### config.mk
export PLATFORM = sky130hd
export DESIGN_NAME = seq_scan_ctrl
export DESIGN_NICKNAME = d
export VERILOG_FILES = /design/src/rtl/seq_scan_ctrl.sv
export SDC_FILE = /design/constraint.sdc
export NUM_CORES = 1
export LEC_CHECK = 0
export CORE_ASPECT_RATIO = 1.2
export CORE_MARGIN = 4
export CORE_UTILIZATION = 50
export CTS_BUF_LIST = sky130_fd_sc_hd__clkbuf_16
export DETAILED_ROUTE_END_ITERATION = 6
export GPL_ROUTABILITY_DRIVEN = 0
export PLACE_DENSITY_LB_ADDON = 0.05
export SYNTH_ARGS = -nofsm -noshare
export SYNTH_HDL_FRONTEND = slang
export SYNTH_SLANG_ARGS = --single-unit
### constraint.sdc
create_clock -name fclk -period 1.82 [get_ports fclk]
set_input_delay 0.546 -clock fclk [delete_from_list [all_inputs] [get_ports fclk]]
set_output_delay 0.546 -clock fclk [all_outputs]
set_load 0.05 [all_outputs]
### src/rtl/seq_scan_ctrl.sv
// seq_scan_ctrl: frame sequencer that serialises words MSB-first and counts PAT_W-bit pattern hits.
// Define SEQ_SCAN_OVERLAP_EN to count overlapping matches; the default build is non-overlapping.
module seq_scan_ctrl #(
  parameter int WORD_W = 8,
  parameter int PAT_W  = 5,
  parameter int CNT_W  = 8,
  parameter int LEN_W  = 4
) (
  input  logic              fclk,
  input  logic              rst_n,
  input  logic              cfg_we,
  input  logic [PAT_W-1:0]  cfg_pattern,
  input  logic              start,
  input  logic [LEN_W-1:0]  frame_len,
  input  logic [WORD_W-1:0] word_in,
  input  logic              word_valid,
  output logic              word_ready,
  output logic              bit_out,
  output logic              bit_valid,
  output logic              hit,
  output logic [CNT_W-1:0]  hit_count,
  output logic              busy,
  output logic              done,
  output logic [7:0]        status_view
);

  // state | meaning
  // IDLE  | accepts pattern writes and start
  // LOAD  | word_ready high, waiting for the next word
  // SHIFT | one serial bit per cycle, pattern match running
  // DONE  | one-cycle frame-complete pulse
  typedef enum logic [1:0] {
    S_IDLE  = 2'd0,
    S_LOAD  = 2'd1,
    S_SHIFT = 2'd2,
    S_DONE  = 2'd3
  } state_t;

  localparam int IDX_W  = (WORD_W > 1) ? $clog2(WORD_W) : 1;
  localparam int FILL_W = $clog2(PAT_W + 1);
  localparam logic [IDX_W-1:0]  IDX_LAST = IDX_W'(WORD_W - 1);
  localparam logic [FILL_W-1:0] FILL_MAX = FILL_W'(PAT_W);
  localparam logic [FILL_W-1:0] FILL_ARM = FILL_W'(PAT_W - 1);
  localparam logic [PAT_W-1:0]  PAT_RST  = PAT_W'(8'h16);
  localparam logic [CNT_W-1:0]  CNT_MAX  = '1;

  state_t              r_state;
  state_t              w_state_nxt;
  logic [PAT_W-1:0]    r_pattern;
  logic [WORD_W-1:0]   r_word;
  logic [IDX_W-1:0]    r_idx;
  logic [LEN_W-1:0]    r_remaining;
  logic [PAT_W-1:0]    r_window;
  logic [FILL_W-1:0]   r_fill;
  logic [CNT_W-1:0]    r_hit_count;
  logic                r_hit;

  logic                w_word_ready;
  logic                w_bit_valid;
  logic                w_done;
  logic [PAT_W-1:0]    w_win_next;
  logic [FILL_W-1:0]   w_fill_inc;
  logic                w_match;

  always_ff @(posedge fclk) begin
    if (!rst_n) r_state <= S_IDLE;
    else        r_state <= w_state_nxt;
  end

  always_comb begin
    w_state_nxt  = r_state;
    w_word_ready = 1'b0;
    w_bit_valid  = 1'b0;
    w_done       = 1'b0;
    case (r_state)
      S_IDLE: begin
        if (start) w_state_nxt = (frame_len == '0) ? S_DONE : S_LOAD;
      end
      S_LOAD: begin
        w_word_ready = 1'b1;
        if (word_valid) w_state_nxt = S_SHIFT;
      end
      S_SHIFT: begin
        w_bit_valid = 1'b1;
        if (r_idx == IDX_LAST) w_state_nxt = (r_remaining != '0) ? S_LOAD : S_DONE;
      end
      S_DONE: begin
        w_done      = 1'b1;
        w_state_nxt = S_IDLE;
      end
      default: w_state_nxt = S_IDLE;
    endcase
  end

  // The match uses the window as it will be after this bit shifts in.
  assign w_win_next = {r_window[PAT_W-2:0], r_word[WORD_W-1]};
  assign w_fill_inc = (r_fill == FILL_MAX) ? r_fill : r_fill + FILL_W'(1);
  assign w_match    = w_bit_valid && (r_fill >= FILL_ARM) && (w_win_next == r_pattern);

  always_ff @(posedge fclk) begin
    if (!rst_n) begin
      r_pattern   <= PAT_RST;
      r_word      <= '0;
      r_idx       <= '0;
      r_remaining <= '0;
      r_window    <= '0;
      r_fill      <= '0;
      r_hit_count <= '0;
      r_hit       <= 1'b0;
    end else begin
      r_hit <= w_match;
      if (r_state == S_IDLE) begin
        if (cfg_we) r_pattern <= cfg_pattern;
        if (start) begin
          r_window    <= '0;
          r_fill      <= '0;
          r_hit_count <= '0;
          r_remaining <= frame_len;
        end
      end
      if (w_word_ready && word_valid) begin
        r_word      <= word_in;
        r_idx       <= '0;
        r_remaining <= r_remaining - LEN_W'(1);
      end
      if (w_bit_valid) begin
        r_word   <= {r_word[WORD_W-2:0], 1'b0};
        r_idx    <= r_idx + IDX_W'(1);
        r_window <= w_win_next;
`ifdef SEQ_SCAN_OVERLAP_EN
        r_fill   <= w_fill_inc;
`else
        r_fill   <= w_match ? '0 : w_fill_inc;
`endif
        if (w_match && (r_hit_count != CNT_MAX)) r_hit_count <= r_hit_count + CNT_W'(1);
      end
    end
  end

  assign word_ready  = w_word_ready;
  assign bit_valid   = w_bit_valid;
  assign bit_out     = w_bit_valid & r_word[WORD_W-1];
  assign hit         = r_hit;
  assign hit_count   = r_hit_count;
  assign busy        = (r_state != S_IDLE);
  assign done        = w_done;
  assign status_view = {6'b0, r_state};

endmodule

======== Yosys cells after proc, flatten, opt, wreduce, memory -nomap -nowiden ========
Index checks and enable logic that the tools add are counted.
storage, ports and cells
  word-level logic and storage cells ...... 75
  output and inout port bits .............. 22
  bits in registers ....................... 38
cells by class
  magnitude comparators ................... 1
  add/subtract/negate cells ............... 4
  mux-type cells .......................... 28
  reductions and logical operators ........ 19
  bitwise logic cells ..................... 2
  equality and inequality tests ........... 11
operators with widths
  cell                                                                    count
  8-bit 2-to-1 mux                                                        6
  4-bit 2-to-1 mux                                                        6
  3-bit 2-to-1 mux                                                        7
  2-bit nonzero test                                                      6
  2-bit 2-to-1 mux                                                        5
  8-bit by 1-bit adder with 8-bit output (second input constant)          1
  8-bit != test (second input constant)                                   1
  2-bit case mux with 4 select lines                                      1
  3-bit by 1-bit adder with 3-bit output (second input constant)          2
  3-bit equality test (second input constant)                             2
  2-bit != test (second input constant)                                   3
  2-bit AND reduction                                                     3
  3-bit AND reduction                                                     2
  5-bit equality test                                                     1
  2-bit equality test (second input constant)                             2
  1-bit logical AND                                                       4
  4-bit zero test                                                         1
  4-bit nonzero test                                                      1
  4-bit by 1-bit subtractor with 4-bit output (second input constant)     1
  3-bit >= comparator (second input constant)                             1
  1-bit 2-to-1 mux                                                        3
  3-bit != test (second input constant)                                   1
  2-bit by 1-bit equality test with 1-bit output (second input constant)  1
  2-bit zero test                                                         1
  other kinds (3)                                                         3

======== Longest topological paths before layout ========
  depth in word-level cells ............... 7
  mapped depth ............................ 6
  depth with buffers taken out ............ 6

======== Worst setup path before layout ========
OpenSTA, ideal clock, no wires.
  path kind ............................... register -> output
  start ................................... reg r_state[0]
  end ..................................... out word_ready
  arrival ................................. 1.661 ns
  buffers on the path ..................... 1
  cell stages (with the launch flop) ...... 3
  data required time ...................... 1.274 ns
  slack ................................... -0.387 ns
  path through ............................ dfxtp_1 > buf_2 > nor2b_1
on the way
  longest elaborated chain between the ends .. 2
ends and longest elaborated chain
  element                                         line  source
  start: declaration                              47    state_t r_state;
  start signal: assignment                        67    else r_state <= w_state_nxt;
  2-bit by 1-bit equality test with 1-bit output  75    case (r_state)
  1-bit 2-to-1 mux                                75
  end: declaration                                17    output logic word_ready,
No other way between the ends.

======== Worst setup path in the final report ========
  start ................................... reg r_state[0]
  end ..................................... out bit_out
on the way
  longest elaborated chain between the ends .. 3
ends and longest elaborated chain
  element              line  source
  2-bit equality test  75
  1-bit 2-to-1 mux     75
  1-bit AND            142   assign bit_out = w_bit_valid & r_word[WORD_W-1];
  end: declaration     18    output logic bit_out,
No other way between the ends.

==> report_table.html <==
<table>
<tr><th>Metric</th><th>Value</th></tr>
<tr><th colspan="2">Die</th></tr>
<tr><td>Row cnt</td><td>25</td></tr>
<tr><td>Effective utilization at floorplan</td><td>51.62%</td></tr>
<tr><td>X dimension of the die</td><td>roughly 66 um</td></tr>
<tr><td>Die Area</td><td>5121 um2</td></tr>
<tr><td>Placeable Area</td><td>3910 um2</td></tr>
<tr><td># IOs</td><td>44</td></tr>
<tr><td>Floorplan die height</td><td>77.60 um</td></tr>
<tr><th colspan="2">Global routing</th></tr>
<tr><td>Pin count of the biggest net entering global routing</td><td>28</td></tr>
<tr><td>Final global-route overflow total</td><td>0</td></tr>
<tr><td>First-pass GRT wire length</td><td>about 7.5 mm</td></tr>
<tr><td>Number of global-route vias before repair</td><td>between 1500 and 2000</td></tr>
<tr><td>Total track usage</td><td>about a fifth</td></tr>
<tr><td>Number of antenna violations at the first check in global routing</td><td>0</td></tr>
<tr><th colspan="2">Power and ir drop</th></tr>
<tr><td>Reported leakage power</td><td>0.001079 uW</td></tr>
<tr><td>Overall power of the completed layout</td><td>2269 uW</td></tr>
<tr><td>Maximum resistive drop on vdd</td><td>0.6275 mV</td></tr>
<tr><td>Power density over cell area</td><td>~800 nW/um2</td></tr>
<tr><th colspan="2">STA</th></tr>
<tr><td>Aggregate negative setup slack</td><td>0 ns</td></tr>
<tr><td>Fin. max-slew vios</td><td>0</td></tr>
<tr><td>Post-route minimum period</td><td>between 1.5 and 2 ns</td></tr>
<tr><td>Final Hold Violating Endpoints</td><td>0</td></tr>
<tr><td>Setup Skew</td><td>0.005193 ns</td></tr>
<tr><td>Fraction of the cycle the final worst path needs</td><td>roughly 96%</td></tr>
<tr><td>FMAX</td><td>0.5738 GHz</td></tr>
<tr><td>RSZ-0062 raised after global routing</td><td>false</td></tr>
<tr><td>Setup Viol. Count Final</td><td>0</td></tr>
<tr><th colspan="2">Routing</th></tr>
<tr><td>Aggregate routed wire length</td><td>between 4 and 5 mm</td></tr>
<tr><td>DRC Markers</td><td>0</td></tr>
<tr><td>Routed via count</td><td>1844</td></tr>
<tr><td>Mean routed wirelength per cell</td><td>13.27 um</td></tr>
<tr><td>Via density</td><td>5.440</td></tr>
<tr><td>DRT antenna net count</td><td>0</td></tr>
<tr><td>Initial DRC count</td><td>106</td></tr>
<tr><td>Pre-Repair DR Iteration Count</td><td>4</td></tr>
<tr><th colspan="2">Logic synthesis</th></tr>
<tr><td>Fraction of registers with async set/reset</td><td>0%</td></tr>
<tr><td>Mapped Cells</td><td>234</td></tr>
<tr><td>Average size of a mapped cell</td><td>around 8.6 um2</td></tr>
<tr><td>Yosys warning count</td><td>0</td></tr>
<tr><td>Netlist area before placement</td><td>2018 um2</td></tr>
<tr><td>Synth unique cells</td><td>53</td></tr>
<tr><td>Ys flop type</td><td>dfxtp_1</td></tr>
<tr><td>Share of the yosys chip area belonging to registers</td><td>between 30% and 40%</td></tr>
<tr><td>Post-synth EDFFs</td><td>0</td></tr>
<tr><td>Seq cells post-synth</td><td>38</td></tr>
<tr><th colspan="2">Clock network</th></tr>
<tr><td>TritonCTS sink count</td><td>38</td></tr>
<tr><td>Skew-Pair Late Insertion Delay</td><td>0.28 ns</td></tr>
<tr><td>CTS tree</td><td>yes</td></tr>
<tr><td>CTS hold repair buffers</td><td>0</td></tr>
<tr><td>Clock transition time at the flip-flop clock pins of the worst setup and hold paths</td><td>roughly 0.060 ns</td></tr>
<tr><td># H-tree levels</td><td>2</td></tr>
<tr><td>CTS Buf Count</td><td>5</td></tr>
<tr><td>Longest Clk Path Bufs</td><td>2</td></tr>
<tr><td>Clock root buffer master</td><td>clkbuf_16</td></tr>
<tr><th colspan="2">Worst hold path</th></tr>
<tr><td>Hold crit path type</td><td>reg -&gt; reg</td></tr>
<tr><th colspan="2">Placement</th></tr>
<tr><td>Port bufs</td><td>37</td></tr>
<tr><td>Number of cells after detailed placement</td><td>~330</td></tr>
<tr><td>HPWL after DPL</td><td>roughly 3.4 mm</td></tr>
<tr><th colspan="2">Critical path</th></tr>
<tr><td>Endpoint type of the worst setup path</td><td>primary output</td></tr>
<tr><td>Critical path fanouts, max</td><td>7</td></tr>
<tr><td>Required time of the worst setup path</td><td>between 1 and 1.5 ns</td></tr>
<tr><td>Arrival @ worst endpoint</td><td>1.20 ns</td></tr>
<tr><td>Critical path startpoint category</td><td>flop</td></tr>
<tr><td>Worst setup path category</td><td>reg -&gt; out</td></tr>
<tr><th colspan="2">Finish</th></tr>
<tr><td>Post-layout util</td><td>72.51%</td></tr>
<tr><td>Number of inserted filler cells in the final layout</td><td>326</td></tr>
<tr><td>Area occupied by registers</td><td>764.5 um2</td></tr>
<tr><td>Share of layout cells above drive strength 1</td><td>a little under a quarter</td></tr>
<tr><td>Diode count</td><td>0</td></tr>
<tr><td>Multi-input gate area in the final layout</td><td>1150 um2</td></tr>
<tr><td>Synthesis-to-finish area growth</td><td>40.48%</td></tr>
<tr><td>Final instance count without filler cells</td><td>between 300 and 400</td></tr>
<tr><td>Post-layout nets</td><td>313</td></tr>
<tr><th colspan="2">Job</th></tr>
<tr><td>Max Cap Viol</td><td>0</td></tr>
<tr><th colspan="2">Run status</th></tr>
<tr><td>Status</td><td>complete, no violations</td></tr>
</table>
kinds of logic after synthesis:
| group | after synthesis | synth area share (%) |
|---|---|---|
| AND/OR/NAND/NOR | 96 | 25.36 |
| XOR/XNOR | 5 | 3.658 |
| other | 1 | 0.1858 |
| adder cells (fa/ha/maj) | 7 | 4.340 |
| multiplexers | 4 | 1.984 |
| AO/OA/AOI/OAI | 57 | 20.09 |
| buffers and inverters | 26 | 6.695 |
| flip-flops | 38 | 37.69 |
report_power, final:
part / internal, uW / total [uW] / leakage (uW) / switching, uW
logic: 178 / 396 / 0.000693 / 218
clock network: 645 / 985 / 0.0000760 / 340
registers: 864 / 888 / 0.000310 / 24.1
total: 1690 / 2270 / 0.00108 / 582
final cells by class:
class,instances,share of cell area (%)
tap,54,2.383
inverter,10,1.324
sequential,38,26.96
clock buffer,5,4.413
multi-input combinational,175,40.56
clock inverter,3,1.589
timing repair buffer,54,22.77
layout by cell type (no fill, tap or decap), types with 5 or more instances in the layout:
cell type / count
clkdlybuf4s50_1: 21
clkbuf_16: 5
nand3_1: 12
buf_4: 18
nor3_1: 8
a21oi_1: 22
nor2_1: 16
inv_1: 9
conb_1: 6
nand2_1: 28
buf_12: 15
ha_1: 7
dfxtp_1: 35
a22oi_1: 10
layer usage:
metal / global-route usage [%] / part of all wire (%)
met4: 8.537 / 1.6
met3: 4.920 / 4.5
met2: 33.70 / 55
met5: 0 / 0
met1: 19.96 / 39
cell usage after synthesis, types with 3 or more instances:
cell type | count | area share [%]
inv_1 | 9 | 1.7
nor2_1 | 16 | 3.0
a22oi_1 | 10 | 3.7
clkbuf_1 | 3 | 0.56
nor3_1 | 8 | 2.0
nand3_1 | 12 | 3.0
xnor2_2 | 4 | 3.2
o21ai_0 | 3 | 0.74
nand4_1 | 4 | 1.2
a21oi_1 | 22 | 5.5
ha_1 | 7 | 4.3
o311ai_0 | 3 | 1.3
nand2_1 | 28 | 5.2
nor4_1 | 3 | 0.93
buf_2 | 3 | 0.74
buf_4 | 9 | 3.3
mux2i_1 | 4 | 2.0
and2_1 | 3 | 0.93
and3_1 | 3 | 0.93
dfxtp_1 | 38 | 38
metrics by stage:
| step | hold WS, ns | setup WS (ns) | area (um2) |
|---|---|---|---|
| floorplan | 0.4368 | 0.003165 | 2046 |
| global placement | 0.4459 | -0.01632 | 2660 |
| detailed placement | 0.4513 | -0.06619 | 2660 |
| CTS | 0.4607 | 0.06157 | 2830 |
| global route | 0.4836 | 0.03632 | 2835 |
| finish | 0.4606 | 0.07729 | 2835 |
worst paths after layout:
check	cells past startpoint	slack (ns)	endpoint	start
min reg2reg	2	0.46	r_word[2]	r_word[2]
max reg2reg	4	0.15	hit_count[0]	r_window[0]
min	2	0.46	r_word[2]	r_word[2]
max	4	0.08	bit_out	r_state[0]
state kept, by name, summed over array words and instances (netlist names):
signal	cells
r_state	2
hit_count	8
hit	1
r_idx	3
r_fill	3
r_window	4
r_remaining	4
r_pattern	5
r_word	8
worst max-delay path, cell delays in order (launching register included):
cell and delay (ns):
dfxtp_2 0.32, nand2b_4 0.16, inv_2 0.07, and2_2 0.22, buf_12 0.15
what timing repair did:
action	4_1_cts	5_1_grt
endpoints found under the setup margin	0	2
setup buffers	0	0
resized for setup	0	1
Power figures use the tool's default switching activity.
